[src/rtl/l1_bus_pkg.sv]
// rtl/l1_bus_pkg.sv - shared types and lane/alignment helpers for the L1 bus unit
package l1_bus_pkg;

   typedef enum logic [2:0] {
      S_IDLE,
      S_SGL,
      S_WL_PREP,
      S_WL_BEAT,
      S_RL_BEAT,
      S_DONE,
      S_ERR
   } state_t;

   localparam logic [3:0] SIZE_1B = 4'b0001;
   localparam logic [3:0] SIZE_2B = 4'b0010;
   localparam logic [3:0] SIZE_4B = 4'b0100;
   localparam logic [3:0] SIZE_8B = 4'b1000;

   function automatic logic [7:0] lane_mask(input logic [3:0] size, input logic [2:0] off);
      logic [7:0] m;
      case (size)
         SIZE_1B: m = 8'h01;
         SIZE_2B: m = 8'h03;
         SIZE_4B: m = 8'h0F;
         SIZE_8B: m = 8'hFF;
         default: m = 8'h00;
      endcase
      return m << off;
   endfunction

   // Non-one-hot sizes are rejected here, so they never reach the bus.
   function automatic logic size_aligned(input logic [3:0] size, input logic [2:0] off);
      case (size)
         SIZE_1B: return 1'b1;
         SIZE_2B: return off[0] == 1'b0;
         SIZE_4B: return off[1:0] == 2'b00;
         SIZE_8B: return off == 3'b000;
         default: return 1'b0;
      endcase
   endfunction

   function automatic logic [63:0] replicate(input logic [3:0] size, input logic [63:0] d);
      case (size)
         SIZE_1B: return {8{d[7:0]}};
         SIZE_2B: return {4{d[15:0]}};
         SIZE_4B: return {2{d[31:0]}};
         default: return d;
      endcase
   endfunction

endpackage

[src/rtl/l1_bus_timeout.sv]
// rtl/l1_bus_timeout.sv - per-beat watchdog; expired flags the last waiting cycle
module l1_bus_timeout #(
   parameter int TIMEOUT = 255
) (
   input  logic clk,
   input  logic rst,
   input  logic clear,
   input  logic enable,
   output logic expired
);

   localparam int CW = $clog2(TIMEOUT + 2);
   localparam logic [CW-1:0] LAST = CW'(TIMEOUT - 1);

   logic [CW-1:0] count;

   always_ff @(posedge clk or posedge rst) begin
      if (rst) begin
         count <= '0;
      end else if (clear) begin
         count <= '0;
      end else if (enable && TIMEOUT != 0) begin
         count <= count + 1'b1;
      end
   end

   // Fires in the cycle whose closing edge would bring the count to TIMEOUT.
   assign expired = (TIMEOUT != 0) && enable && (count == LAST);

endmodule

[src/rtl/l1_bus_unit.sv]
// rtl/l1_bus_unit.sv - L1 cache bus unit: single and line requests onto a 64-bit Wishbone-classic master
module l1_bus_unit #(
   parameter int LINE_BYTES = 64,
   parameter int TIMEOUT    = 255
) (
   input  logic        clk,
   input  logic        rst,
   input  logic        write_through_req,
   input  logic        write_line_req,
   input  logic        read_req,
   input  logic        read_line_req,
   input  logic [3:0]  size,
   input  logic [63:0] pa,
   input  logic [63:0] wt_data,
   output logic [63:0] line_data,
   output logic [10:0] addr_count,
   output logic        line_write,
   output logic        cache_entry_write,
   output logic        trans_rdy,
   output logic        bus_error,
   output logic        m_cyc,
   output logic        m_stb,
   output logic        m_we,
   output logic [63:0] m_adr,
   output logic [7:0]  m_sel,
   output logic [63:0] m_dat_o,
   input  logic [63:0] m_dat_i,
   input  logic        m_ack,
   input  logic        m_err
);

   import l1_bus_pkg::*;

   localparam int LB = $clog2(LINE_BYTES);
   localparam int BW = LB - 3;

   state_t        state;
   logic [BW-1:0] beat;
   logic [BW-1:0] beat_nxt;
   logic          is_read;
   logic          hold;
   logic          sgl_req;
   logic          tmo_en;
   logic          tmo_clr;
   logic          expired;
   logic          fail;

   function automatic logic [63:0] beat_adr(input logic [63:0] a, input logic [BW-1:0] b);
      return {a[63:LB], b, 3'b000};
   endfunction

   function automatic logic [10:0] beat_off(input logic [BW-1:0] b);
      return 11'({b, 3'b000});
   endfunction

   assign beat_nxt = beat + 1'b1;
   // A read loses to a pending line write; a write-through beats everything.
   assign sgl_req  = write_through_req || (read_req && !write_line_req);
   assign tmo_en   = m_stb && !m_ack && !m_err;
   assign tmo_clr  = !tmo_en;
   assign fail     = m_err || expired;

   l1_bus_timeout #(.TIMEOUT(TIMEOUT)) u_timeout (
      .clk     (clk),
      .rst     (rst),
      .clear   (tmo_clr),
      .enable  (tmo_en),
      .expired (expired)
   );

   always_ff @(posedge clk or posedge rst) begin
      if (rst) begin
         state             <= S_IDLE;
         beat              <= '0;
         is_read           <= 1'b0;
         hold              <= 1'b0;
         line_data         <= '0;
         addr_count        <= '0;
         line_write        <= 1'b0;
         cache_entry_write <= 1'b0;
         trans_rdy         <= 1'b0;
         bus_error         <= 1'b0;
         m_cyc             <= 1'b0;
         m_stb             <= 1'b0;
         m_we              <= 1'b0;
         m_adr             <= '0;
         m_sel             <= '0;
         m_dat_o           <= '0;
      end else begin
         line_write        <= 1'b0;
         cache_entry_write <= 1'b0;
         trans_rdy         <= 1'b0;
         bus_error         <= 1'b0;
         case (state)
            S_IDLE: begin
               hold <= 1'b0;
               if (!hold) begin
                  if (sgl_req) begin
                     is_read <= !write_through_req;
                     if (!size_aligned(size, pa[2:0])) begin
                        state     <= S_ERR;
                        bus_error <= 1'b1;
                     end else begin
                        state   <= S_SGL;
                        m_cyc   <= 1'b1;
                        m_stb   <= 1'b1;
                        m_we    <= write_through_req;
                        m_adr   <= {pa[63:3], 3'b000};
                        m_sel   <= lane_mask(size, pa[2:0]);
                        m_dat_o <= replicate(size, wt_data);
                     end
                  end else if (write_line_req) begin
                     state      <= S_WL_PREP;
                     m_cyc      <= 1'b1;
                     m_we       <= 1'b1;
                     m_sel      <= 8'hFF;
                     beat       <= '0;
                     addr_count <= '0;
                  end else if (read_line_req) begin
                     state <= S_RL_BEAT;
                     m_cyc <= 1'b1;
                     m_stb <= 1'b1;
                     m_we  <= 1'b0;
                     m_sel <= 8'hFF;
                     beat  <= '0;
                     m_adr <= beat_adr(pa, {BW{1'b0}});
                  end
               end
            end
            S_SGL: begin
               if (fail) begin
                  state     <= S_ERR;
                  bus_error <= 1'b1;
                  m_cyc     <= 1'b0;
                  m_stb     <= 1'b0;
                  m_we      <= 1'b0;
               end else if (m_ack) begin
                  state     <= S_DONE;
                  trans_rdy <= 1'b1;
                  m_cyc     <= 1'b0;
                  m_stb     <= 1'b0;
                  m_we      <= 1'b0;
                  if (is_read) line_data <= m_dat_i;
               end
            end
            S_WL_PREP: begin
               state   <= S_WL_BEAT;
               m_stb   <= 1'b1;
               m_adr   <= beat_adr(pa, beat);
               m_dat_o <= wt_data;
            end
            S_WL_BEAT: begin
               if (fail) begin
                  state     <= S_ERR;
                  bus_error <= 1'b1;
                  m_cyc     <= 1'b0;
                  m_stb     <= 1'b0;
                  m_we      <= 1'b0;
               end else if (m_ack) begin
                  m_stb <= 1'b0;
                  if (&beat) begin
                     state     <= S_DONE;
                     trans_rdy <= 1'b1;
                     m_cyc     <= 1'b0;
                     m_we      <= 1'b0;
                  end else begin
                     state      <= S_WL_PREP;
                     beat       <= beat_nxt;
                     addr_count <= beat_off(beat_nxt);
                  end
               end
            end
            S_RL_BEAT: begin
               // Strobe low here means the last beat's line_write is on the outputs.
               if (!m_stb) begin
                  state             <= S_DONE;
                  trans_rdy         <= 1'b1;
                  cache_entry_write <= 1'b1;
                  m_cyc             <= 1'b0;
               end else if (fail) begin
                  state     <= S_ERR;
                  bus_error <= 1'b1;
                  m_cyc     <= 1'b0;
                  m_stb     <= 1'b0;
               end else if (m_ack) begin
                  line_data  <= m_dat_i;
                  addr_count <= beat_off(beat);
                  line_write <= 1'b1;
                  if (&beat) begin
                     m_stb <= 1'b0;
                  end else begin
                     beat  <= beat_nxt;
                     m_adr <= beat_adr(pa, beat_nxt);
                  end
               end
            end
            S_DONE, S_ERR: begin
               state <= S_IDLE;
               hold  <= 1'b1;
            end
            default: state <= S_IDLE;
         endcase
      end
   end

endmodule

[config.mk]
export PLATFORM = sky130hd
export DESIGN_NAME = l1_bus_unit
export DESIGN_NICKNAME = d
export VERILOG_FILES = /design/src/rtl/l1_bus_pkg.sv /design/src/rtl/l1_bus_timeout.sv /design/src/rtl/l1_bus_unit.sv
export SDC_FILE = /design/constraint.sdc
export NUM_CORES = 1
export LEC_CHECK = 0
export BUFFER_PORTS_ARGS = -buffer_cell sky130_fd_sc_hd__buf_2
export CAP_MARGIN = 20
export CORE_UTILIZATION = 40
export CTS_CLUSTER_DIAMETER = 150
export DETAILED_ROUTE_END_ITERATION = 16
export GPL_ROUTABILITY_DRIVEN = 0
export PLACE_DENSITY_LB_ADDON = 0.1
export SYNTH_ARGS = -nofsm -noshare
export SYNTH_HDL_FRONTEND = slang
export SYNTH_SLANG_ARGS = --single-unit
[constraint.sdc]
create_clock -name clk -period 7.29 [get_ports clk]
set_input_delay 0.3645 -clock clk [delete_from_list [all_inputs] [get_ports clk]]
set_output_delay 0.3645 -clock clk [all_outputs]
set_load 0.03 [all_outputs]
* After elaboration in Yosys (flattened, before gate mapping)
Cells that the tools add are included.
Storage, ports and cells: bits in registers 235, logic and storage cells 207, input bits 204
Cells by class: bitwise logic cells 2, $add $sub $neg 2, multiplexer cells 112, equality and inequality tests 37, reduce and logical (&&, ||, !) cells 36, shift operators 1
Operator list (count):
- $mux W64 | 18
- $pmux W64 S3 | 2
- $pmux W64 S2 | 2
- $mux W11 | 9
- $mux W8 | 8
- $mux W3 | 20
- $mux W1 | 41
- $pmux W11 S3 | 1
- $pmux W8 S4 | 1
- $ne A2 B2 Y1 const B | 15
- $ne A3 B3 Y1 const B | 8
- $pmux W3 S5 | 1
- $reduce_and A7 Y1 | 2
- $pmux W1 S4 | 3
- $reduce_bool A3 Y1 | 4
- $reduce_and A10 Y1 | 1
- $reduce_and A5 Y1 | 2
- $add A9 B1 Y9 const B | 1
- $eq A3 B3 Y1 const B | 3
- $eq A9 B8 Y1 const B | 1
- $mux W9 | 1
- $pmux W1 S3 | 3
- $pmux W3 S3 | 1
- $reduce_and A9 Y1 | 1
- 25 further kinds | 41

* Depth between registers and ports, before layout
Gate-level depths: netlist of the first run.
depth after elaboration 13, mapped depth 9, gate-level depth less buffers 7

* Modules after synthesis
From an unflattened synthesis of the first run, not the netlist that was laid out.
Second synthesis, totals: cells, all modules 885, area, all modules 10908.0 um2
By module, submodules not included:
- l1_bus_unit | area each 10427.5 um2, cells an instance 836, times used 1
- l1_bus_timeout | area each 480.5 um2, cells an instance 49, times used 1

* Worst setup path after synthesis of the first run
Ideal clock, no wire load.
path kind input port to flip-flop, start input port pa[0], end register m_adr[12], data required time 7165 ps, setup time 125 ps, setup slack 5188 ps, cell stages on the path 8, data arrival time 1977 ps, cells stage by stage buf_2 nor4b_1 a211oi_2 o211ai_2 o211a_1 buf_6 buf_12 mux2_4
Between the ends: longest elaborated chain between the ends 7, elaborated cells between the ends (all ways) 9
RTL lines:
- start: declaration | RTL line l1_bus_unit.sv:13 | input logic [63:0] pa,
- $logic_not A3 Y1 (tied with other cells) | RTL line l1_bus_pkg.sv:37 | SIZE_8B: return off == 3'b000;
- $pmux W1 S4 (*) | RTL line l1_bus_pkg.sv:33 | case (size)
- $mux W1 (*) | RTL line l1_bus_unit.sv:98 | if (sgl_req) begin
- $mux W1 (*) | RTL line l1_bus_unit.sv:97 | if (!hold) begin
- $mux W1 (*) | RTL line l1_bus_unit.sv:94 | case (state)
- $ne A3 B3 Y1 (no line) (*)
- $reduce_and A9 Y1 (no line) (*)
- end signal: assignment | RTL line l1_bus_unit.sv:108 | m_adr <= {pa[63:3], 3'b000};
- end signal: assignment | RTL line l1_bus_unit.sv:126 | m_adr <= beat_adr(pa, {BW{1'b0}});
- end signal: assignment | RTL line l1_bus_unit.sv:149 | m_adr <= beat_adr(pa, beat);
- end: declaration | RTL line l1_bus_unit.sv:24 | output logic [63:0] m_adr,
Every way passes the cells marked *; elsewhere a longest branch is shown, timed or not. The select of a mux whose other input is x is not followed. A chain may end at the register's enable or synchronous reset.

* Worst setup path after layout of the first run
start register state[1], end register m_dat_o[58]
Between the ends: longest elaborated chain between the ends 3, elaborated cells between the ends (all ways) 8
RTL lines:
- start: declaration | RTL line l1_bus_unit.sv:37 | state_t state;
- start signal: assignment | RTL line l1_bus_unit.sv:73 | state <= S_IDLE;
- start signal: assignment | RTL line l1_bus_unit.sv:101 | state <= S_ERR;
- start signal: assignment | RTL line l1_bus_unit.sv:104 | state <= S_SGL;
- $eq A3 B2 Y1 / $logic_not A3 Y1 (equally long branches) | RTL line l1_bus_unit.sv:94
- $reduce_bool A2 Y1 (no line) / $ne A2 B2 Y1 (equally long branches)
- $reduce_and A4 Y1 (no line)
- end signal: assignment | RTL line l1_bus_unit.sv:110 | m_dat_o <= replicate(size, wt_data);
- end signal: assignment | RTL line l1_bus_unit.sv:150 | m_dat_o <= wt_data;
- end: declaration | RTL line l1_bus_unit.sv:26 | output logic [63:0] m_dat_o,
Several ways; a longest one is shown, not always the timed one.

==> results of run 1 <==
## critical path, stage by stage, from the launching register on
cell	delay, ns
dfrtp_1	0.78
inv_1	0.19
nor3_1	0.22
buf_4	0.23
a31o_4	0.51
buf_4	0.62
mux2_1	0.37
## worst paths after layout
check / from / endpoint / slack, ns / cells after the start
worst max-delay path: state[1] / m_dat_o[58] / 4.22 / 6
worst min-delay path: pa[62] / m_adr[62] / 0.06 / 2
worst max register to register: state[1] / m_dat_o[58] / 4.22 / 6
worst min register to register: line_data[47] / line_data[47] / 0.48 / 1
max in group asynchronous: rst / m_adr[37] / 5.41 / 6
min in group asynchronous: rst / m_adr[22] / 0.34 / 3
## synth_stat cells, types with 3 or more instances
cell type | n | area share (%)
o21ai_0 | 36 | 1.7
buf_12 | 6 | 1.1
a221o_1 | 4 | 0.37
nor3b_1 | 4 | 0.28
mux2i_1 | 36 | 3.3
a22oi_1 | 18 | 1.2
o21a_1 | 3 | 0.21
a21oi_1 | 42 | 1.9
and2_1 | 3 | 0.17
a32oi_1 | 4 | 0.32
and3_1 | 3 | 0.17
buf_6 | 6 | 0.62
mux2_2 | 56 | 5.8
or3_1 | 3 | 0.17
buf_2 | 20 | 0.92
a2bb2oi_1 | 12 | 0.97
nand4_1 | 6 | 0.35
nor2b_1 | 8 | 0.46
ha_1 | 4 | 0.46
buf_4 | 14 | 0.97
nor3_1 | 14 | 0.65
a31oi_1 | 6 | 0.35
nor2_1 | 36 | 1.2
inv_1 | 44 | 1.5
mux2_1 | 20 | 2.1
dfrtp_1 | 224 | 52
mux2_4 | 86 | 12
nand2b_1 | 6 | 0.35
clkbuf_1 | 16 | 0.55
o22a_1 | 4 | 0.32
nand2_1 | 60 | 2.1
nand3_1 | 7 | 0.32
or2_2 | 3 | 0.17
xor2_1 | 7 | 0.57
## registers in the layout, summed over array words and instances (netlist names)
signal             cells
line_data             64
m_dat_o               64
m_adr                 61
u_timeout.count        9
m_sel                  8
addr_count             3
beat                   3
state                  3
bus_error              1
cache_entry_write      1
hold                   1
is_read                1
line_write             1
m_cyc                  1
m_stb                  1
m_we                   1
trans_rdy              1
## cells by family after synthesis
logic type / Yosys count / share of synthesized area, %
muxes: 198 / 23.1
and+or+nand+nor: 172 / 8.27
other: 1 / 0.0346
AOI/OAI and AO/OA: 160 / 9.91
DFF: 224 / 51.7
adders and majority gates: 4 / 0.462
xor gates and xnor gates: 9 / 0.727
buffers and inverters: 108 / 5.77
## what timing repair did
| action | in CTS | in global routing |
|---|---|---|
| endpoints found under the hold margin | 0 | 26 |
| setup endpoints to repair | 0 | 0 |
| hold buffers | 0 | 1 |
## routing by layer
layer	wire [microns]	up-vias	GRT usage, %
li1	-	3898	-
met1	13700	4124	29.2
met2	16400	305	39.1
met3	1990	52	4.61
met4	852	0	8.21
met5	0	-	0
## metrics by stage
step	hold WS [ns]	instances	area, sq um	setup slack, ns	utilization [%]
floorplan	0.494	886	10900	0.791	-
global placement	0.463	1573	13000	4.07	49.2
detailed placement	0.468	1573	13000	3.99	49.2
CTS	0.0378	1620	13900	4.25	52.7
global route	0.0517	1630	14000	4.07	53.0
finish	0.0600	1630	14000	4.22	53.0
## final cells by class
| cell class | count | area (sq um) | share of cell area, % |
|---|---|---|---|
| sequential | 224 | 5610 | 40.2 |
| multi-input combinational | 554 | 4670 | 33.4 |
| timing repair buffer | 419 | 2160 | 15.5 |
| clock buffer | 37 | 763 | 5.47 |
| tap | 335 | 419 | 3.00 |
| inverter | 44 | 173 | 1.24 |
| clock inverter | 10 | 153 | 1.09 |
| antenna | 7 | 17.5 | 0.125 |
## power by group
part	switching, mW	internal [mW]	leakage, nW
registers	0.370	1.84	2.69
clock network	0.516	0.866	0.451
logic	2.24	1.44	3.79
total	3.12	4.15	6.93
==> run metrics, run 1 <==
status finished, final reports clean; vias in the first global route 8170; Worst setup SP type register; Slew Viols, Final 0; Rows 59; Syn Area/Cell ~12 sq um; Yosys reg bits roughly 220; initial drt markers 563; Yosys cell types 78; Num CTS Buffers 26; Remaining Overflow, GRT 0; total routed wirelength 32900 microns; Tot Pwr between 7 and 8 mW; Top FF cell, synth dfrtp_1; Die H 167 microns; clk sinks 224; Max Cap Violations 0; Antenna Nets Post-Route 0; drt wl/cell 20.2 microns; sequential-to-total area share from yosys stat 51.7%; # IOs about 420; crit path kind reg2reg; H-tree levels 1; Slew HR between 20% and 30%; Core Footprint between 20000 and 30000 sq um; first-pass GRT wire length about 50000 microns; Slew @ Worst Pin 1.13 ns; nature of the critical path endpoint register; final setup violation count 0; DP Wirelength about 24000 microns; most frequent cells in the layout buf_2 (410), dfrtp_1 (224), mux2_4 (86), nand2_1 (60), mux2_2 (56); Initial Utilization 41.1%; Setup Fix Bufs, Post-CTS 0; Max IR drop VDD around 0.23 mV; IO buf count 410; largest net degree at the start of global routing between 100 and 150; Fin. Hold Viols 0; DRT Pass-1 Iters 5; commonest non-fill, non-tap cell in the layout buf_2; period utilization between 40% and 50%; Area growth syn-to-layout 28.7%; synthesized instance count approximately 880; post-synthesis instance area about 11000 sq um; clock-pin slew on the worst setup and hold paths 0.06 ns; CP arrival between 3 and 4 ns; post_cts resized 0; leak pwr a little under 7 nW; proportion of layout cells with a drive suffix above 1 about half; critical-path maximum fanout 34; # nets final about 1500; YS warnings 0; Clock Latency Late Sink approximately 0.52 ns; Hold Crit Class in2reg; Die X 167 microns; clk_skew 0.0143 ns; Via density roughly 5.1; Async SR Flop Fraction 100%; drt drc 0; antenna violations before repair 7; FMAX between 0.3 and 0.4 GHz; CTS tree yes; final-layout fill cell count around 2400; Worst EP required between 7 and 8 ns; via count 8379; Post-synth EDFFs 0; clock tree buffer depth 3; GRT Util Overall 23.1%; PD cells between 500 and 600 nW/um^2; RSZ-0062 raised after global routing no; total die area around 28000 sq um; Tmin final approximately 3.1 ns; Fin Setup TNS 0 ns; clk root buf clkbuf_16
Power figures use the tool's default switching activity.
==> inputs of run 2 (changes only) <==
clock period = 2.7 ns   (was 7.29 ns; I/O delays follow)
==> run 2 against run 1 <==
Effect of this change: routed wire length up 7.1%; largest power group unchanged; utilization up 7.7 points; final cell count up 12%; first-iteration DRC count up 17%; clock-buffer cell count down 3; sequential power rose to 2.7 times the previous value; fmax up 17%.
==> run metrics, run 2 (synthesis gave the netlist of run 1 again) <==
status finished, final reports clean (unchanged); via count 9321 (was 8379); Area growth syn-to-layout 47.4% (was 28.7%); Rows 59 (unchanged); Num CTS Buffers 25 (was 26); Setup crit start state[2] (was state[1]); sw frac 43.3% (was 42.9%); Most common cell on crit path nand2_1 (was buf_4); drt wl/cell 19.2 microns (was 20.2 microns); first-pass GRT wire length 54500 microns (was 49800 microns); total die area 27800 sq um (unchanged); Comb power frac 52.6% (was 50.5%); total routed wirelength 35200 microns (was 32900 microns); Max Cap Violations 0 (unchanged); Remaining Overflow, GRT 0 (unchanged); crit-path cells or3b_2, and4_1, buf_4, nand2_1, nand2_1, dlygate4sd3_1, mux2_4 (was inv_1, nor3_1, buf_4, a31o_4, buf_4, mux2_1); Slew @ Worst Pin 0.881 ns (was 1.13 ns); Tmin final 2.62 ns (was 3.07 ns); registers with the most flip-flops line_data: 64 flops, m_dat_o: 64 flops, m_adr: 61 flops (unchanged); FMAX 0.382 GHz (was 0.326 GHz); post-route insts no fill 1830 (was 1630); Clock Power Share 17.6% (was 19.0%); nature of the critical path endpoint register (unchanged); CTS tree yes (unchanged); R2R depth 7 (was 6); multi-input logic area 4670 sq um (unchanged); # nets final 1685 (was 1477); Initial Utilization 41.1% (unchanged); critical-path maximum fanout 17 (was 34); IO buf count 410 (unchanged); clk root buf clkbuf_16 (unchanged); CP arrival 3.05 ns (was 3.46 ns); critical path endpoint m_dat_o[35] (was m_dat_o[58]); most frequent cells in the layout buf_2 (410), dfrtp_1 (224), dlygate4sd3_1 (189), mux2_4 (86), nand2_1 (60) (was buf_2 (410), dfrtp_1 (224), mux2_4 (86), nand2_1 (60), mux2_2 (56)); RR Startpoint state[2] (was state[1]); Power Internal 11.3 mW (was 4.15 mW); antenna violations before repair 4 (was 7); register area 5610 sq um (unchanged); commonest non-fill, non-tap cell in the layout buf_2 (unchanged); Die H 167 microns (unchanged); crit path kind reg2reg (unchanged); Setup WS pre-CTS 0.307 ns (was 3.99 ns); setup ws final 0.0794 ns (was 4.22 ns); Hold Crit Class in2reg (unchanged); Die X 167 microns (unchanged); Core Footprint 26400 sq um (unchanged); hold path depth 4 (was 2); Top Family by Delay on Critical Path simple AND/OR/NAND/NOR gates (was buffers and inverters); H-tree levels 1 (unchanged); PD cells 1250 nW/um^2 (was 521 nW/um^2); vias in the first global route 9613 (was 8170); initial drt markers 656 (was 563); GRT Util Overall 25.0% (was 23.1%); Max IR drop VDD 0.651 mV (was 0.229 mV); Fin. Hold Viols 0 (unchanged); DRT Pass-1 Iters 6 (was 5); Worst EP required 3.13 ns (was 7.68 ns); reg-to-reg critical path endpoint m_dat_o[35] (was m_dat_o[58]); clock-pin slew on the worst setup and hold paths 0.06 ns (about the same); DP Wirelength 24500 microns (was 24300 microns); R2R Setup Slk 0.08 ns (was 4.22 ns); final setup violation count 0 (unchanged); P_sw 8.65 mW (was 3.12 mW); Slew Viols, Final 0 (unchanged); final-layout fill cell count 2109 (was 2425); clock tree buffer depth 3 (unchanged); Worst path slowest cell or3b_2 (was dfrtp_1); Crit. path cell count 7 (was 6); DP Cell Count 1596 (was 1573); Reg power frac 29.8% (was 30.4%); Slew HR 41.2% (was 24.5%); # IOs 422 (unchanged); Via density 5.09 (was 5.14); WP buf/inv 2 (was 3); Tot Pwr 20.0 mW (was 7.27 mW); clk_skew 0.0182 ns (was 0.0143 ns); largest net degree at the start of global routing 61 (was 145); proportion of layout cells with a drive suffix above 1 42.7% (was 48.2%); leak pwr 7.80 nW (was 6.93 nW); Crit path largest cell delay 0.58 ns (was 0.78 ns); Clock Latency Late Sink 0.54 ns (was 0.52 ns); RSZ-0062 raised after global routing no (unchanged); Worst setup SP type register (unchanged); period utilization 97.1% (was 42.1%); Antenna Nets Post-Route 0 (unchanged); clk sinks 224 (unchanged); drt drc 0 (unchanged)
## run 2: area by class of cell
| class | count | area share [%] |
|---|---|---|
| clock buffers | 34 | 4.44 |
| flip-flops and latches | 224 | 35.1 |
| repair buffers | 628 | 26.7 |
| inverters | 44 | 1.06 |
| well taps | 335 | 2.62 |
| diodes | 4 | 0.0626 |
| multi-input cells | 554 | 29.2 |
| clock inverters | 7 | 0.822 |
## run 2: layer usage
| layer | vias to the layer above | part of all wire, % | track usage [%] |
|---|---|---|---|
| met5 | - | 0 | 0 |
| met4 | 0 | 4.2 | 10.7 |
| met3 | 86 | 6.7 | 5.35 |
| met2 | 412 | 49 | 42.9 |
| met1 | 4519 | 40 | 30.3 |
| li1 | 4304 | - | - |
## run 2: worst min-delay path, cell delays in order
cell     delay (ns)
buf_2          0.08
nand2_1        0.03
o21ai_0        0.10
mux2_4         0.16
## run 2: power by group through the flow
stage	combinational (mW)	clock, mW	sequential [mW]
detailed placement	10.2	0	5.93
global route	11.1	3.74	6.14
finish	10.5	3.52	5.95
global placement	10.1	0	5.91
floorplan	4.55	0	8.87
CTS	10.5	3.61	5.89
## run 2: how the worst min path moves through the flow
stage                 from            end  slack, ns
4_1_cts        wt_data[13]    m_dat_o[13]      0.001
6_report       wt_data[45]    m_dat_o[45]       0.01
3_3_place_gp   m_dat_i[38]  line_data[38]       0.35
5_1_grt        wt_data[13]    m_dat_o[13]       0.04
3_5_place_dp   m_dat_i[13]  line_data[13]       0.36
2_1_floorplan        pa[2]       m_sel[6]       0.26
## run 2: timing repair
action                                  4_1_cts  5_1_grt
resized for setup                             0        0
endpoints found under the setup margin        0        0
buffers inserted                              0        0
endpoints found under the hold margin       216        0
hold buffers                                189        0
## run 2: per-stage QoR
| stage | setup TNS [ns] | hold WS (ns) | instance area [sq um] | util, % |
|---|---|---|---|---|
| after floorplan | -80.42 | 0.265 | 10900 | - |
| after global placement | 0 | 0.353 | 13200 | 50.2 |
| after detailed placement | 0 | 0.355 | 13200 | 50.2 |
| after CTS | 0 | 0.00119 | 16000 | 60.6 |
| after global routing | 0 | 0.0385 | 16000 | 60.7 |
| final | 0 | 0.0134 | 16000 | 60.7 |
